$ cat config.mk
export PLATFORM = sky130hd
export DESIGN_NAME = dmem_arbiter
export DESIGN_NICKNAME = d
export VERILOG_FILES = /design/src/rtl/dmem_arbiter.sv
export SDC_FILE = /design/constraint.sdc
export NUM_CORES = 1
export LEC_CHECK = 0
export CAP_MARGIN = 20
export CORE_UTILIZATION = 38
export CTS_CLUSTER_DIAMETER = 60
export CTS_CLUSTER_SIZE = 28
export DETAILED_ROUTE_END_ITERATION = 7
export PLACE_DENSITY = 0.92
export REMOVE_ABC_BUFFERS = 1
export SYNTH_ARGS = -nofsm -noshare
export SYNTH_HDL_FRONTEND = slang
export SYNTH_SLANG_ARGS = --single-unit
$ cat constraint.sdc
create_clock -name clk_i -period 1.9 [get_ports clk_i]
set_input_delay 0.475 -clock clk_i [delete_from_list [all_inputs] [get_ports clk_i]]
set_output_delay 0.475 -clock clk_i [all_outputs]
set_load 0.005 [all_outputs]
$ cat src/rtl/dmem_arbiter.sv
// rtl/dmem_arbiter.sv - round-robin two-port arbiter and one-shot access sequencer for the data memory
module dmem_arbiter #(
  parameter int unsigned MEM_BYTES = 4096
) (
  input  logic        clk_i,
  input  logic        reset_i,
  input  logic        m0_req_i,
  input  logic        m0_we_i,
  input  logic [31:0] m0_addr_i,
  input  logic [31:0] m0_wdata_i,
  output logic        m0_gnt_o,
  output logic        m0_rvalid_o,
  output logic [31:0] m0_rdata_o,
  output logic        m0_err_o,
  input  logic        m1_req_i,
  input  logic        m1_we_i,
  input  logic [31:0] m1_addr_i,
  input  logic [31:0] m1_wdata_i,
  output logic        m1_gnt_o,
  output logic        m1_rvalid_o,
  output logic [31:0] m1_rdata_o,
  output logic        m1_err_o,
  output logic [31:0] mem_addr_o,
  output logic [31:0] mem_wdata_o,
  output logic        mem_wr_en_o,
  output logic        mem_rd_en_o,
  input  logic [31:0] mem_rdata_i
);

  typedef enum logic {IDLE, ACCESS} state_t;

  state_t      state_q, state_d;
  logic        last_q, last_d;
  logic        win_q, win_d;
  logic        we_q, we_d;
  logic        err_q, err_d;
  logic [11:0] addr_q, addr_d;
  logic [31:0] wdata_q, wdata_d;
  logic [1:0]  rvalid_q, rvalid_d;
  logic [1:0]  rerr_q, rerr_d;
  logic [31:0] rdata0_q, rdata0_d;
  logic [31:0] rdata1_q, rdata1_d;

  logic        win;
  logic [31:0] sel_addr;
  logic [31:0] resp_data;

  // Contention goes to the port that was not served last; a lone request always wins.
  assign win      = (m0_req_i && m1_req_i) ? ~last_q : m1_req_i;
  assign sel_addr = win ? m1_addr_i : m0_addr_i;

  always_comb begin
    state_d     = state_q;
    last_d      = last_q;
    win_d       = win_q;
    we_d        = we_q;
    err_d       = err_q;
    addr_d      = addr_q;
    wdata_d     = wdata_q;
    rvalid_d    = 2'b00;
    rerr_d      = 2'b00;
    rdata0_d    = rdata0_q;
    rdata1_d    = rdata1_q;
    resp_data   = 32'h0;
    m0_gnt_o    = 1'b0;
    m1_gnt_o    = 1'b0;
    mem_addr_o  = 32'h0;
    mem_wdata_o = 32'h0;
    mem_wr_en_o = 1'b0;
    mem_rd_en_o = 1'b0;
    case (state_q)
      IDLE: begin
        if ((m0_req_i || m1_req_i) && !reset_i) begin
          m0_gnt_o = ~win;
          m1_gnt_o = win;
          state_d  = ACCESS;
          win_d    = win;
          we_d     = win ? m1_we_i : m0_we_i;
          addr_d   = sel_addr[11:0];
          wdata_d  = win ? m1_wdata_i : m0_wdata_i;
          err_d    = (sel_addr[1:0] != 2'b00) || (sel_addr >= MEM_BYTES);
        end
      end
      ACCESS: begin
        // Reset in this cycle must not let a store reach memory.
        if (!reset_i) begin
          mem_addr_o  = {20'b0, addr_q};
          mem_wdata_o = wdata_q;
          mem_rd_en_o = !we_q && !err_q;
          mem_wr_en_o = we_q && !err_q;
        end
        resp_data        = (!we_q && !err_q) ? mem_rdata_i : 32'h0;
        rvalid_d[win_q]  = 1'b1;
        rerr_d[win_q]    = err_q;
        if (win_q) rdata1_d = resp_data;
        else       rdata0_d = resp_data;
        last_d  = win_q;
        state_d = IDLE;
      end
      default: state_d = IDLE;
    endcase
  end

  always_ff @(posedge clk_i) begin
    if (reset_i) begin
      state_q  <= IDLE;
      last_q   <= 1'b1;
      win_q    <= 1'b0;
      we_q     <= 1'b0;
      err_q    <= 1'b0;
      addr_q   <= 12'h0;
      wdata_q  <= 32'h0;
      rvalid_q <= 2'b00;
      rerr_q   <= 2'b00;
      rdata0_q <= 32'h0;
      rdata1_q <= 32'h0;
    end else begin
      state_q  <= state_d;
      last_q   <= last_d;
      win_q    <= win_d;
      we_q     <= we_d;
      err_q    <= err_d;
      addr_q   <= addr_d;
      wdata_q  <= wdata_d;
      rvalid_q <= rvalid_d;
      rerr_q   <= rerr_d;
      rdata0_q <= rdata0_d;
      rdata1_q <= rdata1_d;
    end
  end

  assign m0_rvalid_o = rvalid_q[0];
  assign m1_rvalid_o = rvalid_q[1];
  assign m0_err_o    = rerr_q[0];
  assign m1_err_o    = rerr_q[1];
  assign m0_rdata_o  = rdata0_q;
  assign m1_rdata_o  = rdata1_q;

endmodule

==> out/metrics.csv <==
stage,metric,value,unit
pwr,Flop pwr share,36.7,%
clock_network,Root Driver,clkbuf_16,
outcome,violated checks,setup timing,
floorplanning,# IOs,302,
setup_path,worst r2r path cells,5,
synth,mux cell area share after synthesis,7.60,%
clock_network,CTS Buf Count,17,
clock_network,CTS tree,yes,
global_route,vias in the first global route,4952,
routing,antenna-violating nets left,0,
setup_path,crit path max fanout,5,
sta,Final WS setup,-0.0995,ns
sta,Final min period,2.00,ns
sta,skew final,0.00611,ns
sta,final setup fails,31,
outcome,status,"finished, violations left",
layout,layout cell share with drive strength beyond 1,21.7,%
sta,RSZ-0062 raised after global routing,true,
sta,fin crit share,105,%
flow_run,max cap viols,0,
global_route,Congestion Overflow GR,0,
layout,Area Overhead vs Synth,79.6,%
setup_path,FF-to-FF End,err_q,
routing,top layer in use,met4,
synth,Synth warnings,0,
floorplanning,Initial Util,39.4,%
routing,via count of the routed design,5132,
pwr,Pleak,0.00350,uW
clock_network,H-tree levels,4,
layout,diode count,0,
clock_network,Post-CTS Hold Buffers,0,
pwr,Psw,1740,uW
pwr,cell internal pwr,5560,uW
sta,Final Max Slew Viols,0,
global_route,initial antenna violation count,0,
global_route,largest net degree at the start of global routing,65,
synth,"count leader, synth",dfxtp_1,
layout,fin cells,997,
pwr,pwr dens,812,nW/um^2
routing,met3 WL,1.21,mm
setup_path,worst r2r src,last_q,
synth,Cells after Synth,528,
synth,number of synthesized flops with an enable pin,0,
synth,synth cell count leaders,"dfxtp_1, nor2_1, and2_1",
synth,Syn Area/Cell,9.48,sq um
synth,simple-gate share of the synthesized area,18.7,%
clock_network,clk buf depth,2,
worst_hold_path,worst min path class,flop to flop,
synth,Synth Register Bits,117,
floorplanning,core area,12700,sq um
setup_path,startpoint types,flop,
sta,Slew @ Worst Pin,0.679,ns
routing,wire per inst,18.2,microns
place,dpl cells,954,
floorplanning,# rows,41,
clock_network,clock tree sinks,117,
sta,Final Hold Vio Count,0,
place,Port Buf Inserts,281,
synth,Post-Syn Area,5010,sq um
worst_hold_path,min-delay src,m0_rdata_o[30],
routing,vias per cell,5.15,
routing,Post-Route WL,18.2,mm
place,Final HPWL DP,12.0,mm
global_route,all-layer global routing usage,25.8,%
setup_path,R2R setup slack,0.25,ns
routing,Iteration-0 DRC Markers,331,
synth,area share of the largest cell type after synthesis,46.8,%
routing,drc violations,0,
pwr,Tot Pwr,7300,uW
place,Final GP Congestion,0.819,
setup_path,critical path required time,1.42,ns
routing,Pre-antenna DRT Iters,5,
floorplanning,die width,117,microns
sta,Max-slew headroom,54.7,%
clock_network,clk_lat worst skew,0.40,ns
synth,adder-cell area share of the yosys netlist,0,%
worst_hold_path,Min-Delay Path Depth,2,
setup_path,Critical Path Sink Type,output pin,
worst_hold_path,Worst Hold End,m0_rdata_o[30],
synth,leading area contributor after synthesis,dfxtp_1,
routing,DR WL met2,9.28,mm
synth,ys async rst share,0,%
setup_path,WS Path Type,flop to output pin,
pwr,Peak supply drop,568,uV
global_route,global-route wire length before repair,26.3,mm
clock_network,clk slew on worst S/H paths,0.05,ns
sta,Post-Route Setup TNS,-1.91,ns
setup_path,arrival time worst endpoint,1.52,ns
sta,fmax,500,MHz
layout,Layout Nets,978,
pwr,Sw Share,23.9,%
synth,main combinational cell family by area after synthesis,compound AO/OA/AOI/OAI gates,
synth,Post-Synth XOR/XNOR Area,0,%
synth,Synth Area in Compound Gates,18.7,%
floorplanning,floorplan die height,117,microns
pwr,part of the power in combinational logic,16.7,%
synth,"Distinct cells, synth",36,
synth,ys flop type,dfxtp_1,
synth,Area contributors post-synth,"dfxtp_1, mux2i_1, a32o_1",
routing,met1 wire length,7.15,mm
layout,final core occ,70.7,%
pwr,Clock power frac,46.6,%
floorplanning,die area,13600,sq um
synth,register area share after synthesis,46.8,%
-- power groups by stage --
| stage | clock (uW) | combinational, uW | sequential [uW] |
|---|---|---|---|
| 3_5_place_dp | 0 | 1110 | 2720 |
| 6_report | 3400 | 1220 | 2680 |
| 4_1_cts | 3450 | 1190 | 2670 |
| 2_1_floorplan | 0 | 419 | 2700 |
| 5_1_grt | 3570 | 1300 | 2690 |
| 3_3_place_gp | 0 | 1090 | 2710 |
-- critical path: stages (launching register included) --
cell and delay (ns):
dfxtp_2 0.31, nor2b_4 0.13, buf_6 0.12, buf_12 0.14
clkbuf_16 0.15, and2_1 0.14, buf_2 0.12
-- flip-flops by register name (all words and copies together) (netlist names), 2 cells and up --
register / flops
m0_rdata_o: 32
m1_rdata_o: 32
wdata_q: 32
addr_q: 12
rerr_q: 2
rvalid_q: 2
-- repair_timing --
action                                  CTS  global route
hold endpoints to repair                  0             0
pin swaps                                23            15
gates resized for setup                 245            52
setup buffers                             8             1
endpoints found under the setup margin   52            48
cloned                                    6             1
-- worst max path at each step --
stage	cells past startpoint	slack [ns]	startpoint	endpoint
after global routing	6	-0.14	state_q	mem_addr_o[10]
after CTS	7	-0.18	state_q	mem_wdata_o[31]
after floorplan	2	-1.20	err_q	mem_rd_en_o
final	6	-0.1	state_q	mem_wdata_o[12]
after global placement	4	-0.49	m0_req_i	m1_gnt_o
after detailed placement	4	-0.50	m0_req_i	m1_gnt_o
-- area by class of cell --
cell class              instances  area, sq um
clock buffers                  20          457
clock inverters                12          176
fillers                       918         3730
inverters                       2         7.51
multi-input cells             358         2480
flip-flops and latches        117         2340
well taps                     172          215
repair buffers                316         3310
-- stage by stage --
| step | setup WS [ns] | hold WS [ns] | cell area [sq um] |
|---|---|---|---|
| finish | -0.0995 | 0.451 | 8990 |
| global route | -0.138 | 0.449 | 8990 |
| CTS | -0.180 | 0.429 | 8840 |
| detailed placement | -0.502 | 0.446 | 7960 |
| global placement | -0.485 | 0.441 | 7960 |
| floorplan | -1.20 | 0.447 | 4680 |
-- cells in the final DEF (no fill, tap or decap), drive strengths merged, types with 2 or more instances in the layout --
cell type        n
clkdlybuf4s50  230
dfxtp          117
buf             82
nor2            49
and2            46
mux2i           38
a211oi          38
nand2           33
a21oi           33
a32o            32
nand3           32
clkbuf          22
conb            20
nor4             9
a222oi           7
clkinv           5
bufinv           4
nor2b            3
inv              3
and3             2
or4              2
nand4            2
clkinvlp         2
dlygate4sd2      2
nor4b            2
-- metal layers --
layer | global-route usage, % | up-vias
met5 | 0 | -
met4 | 14.0 | 0
met3 | 6.69 | 40
met2 | 44.2 | 202
met1 | 29.6 | 2448
li1 | - | 2442
-- kinds of logic (layout without fill, tap and decap cells) --
group                  after synthesis  in the layout
other                                1             20
AO/OA/AOI/OAI                      117            117
buffers and inverters               72            350
AND/OR/NAND/NOR                    183            183
multiplexers                        38             38
flip-flops                         117            117
No activity file was read; power rests on OpenSTA's default activity.
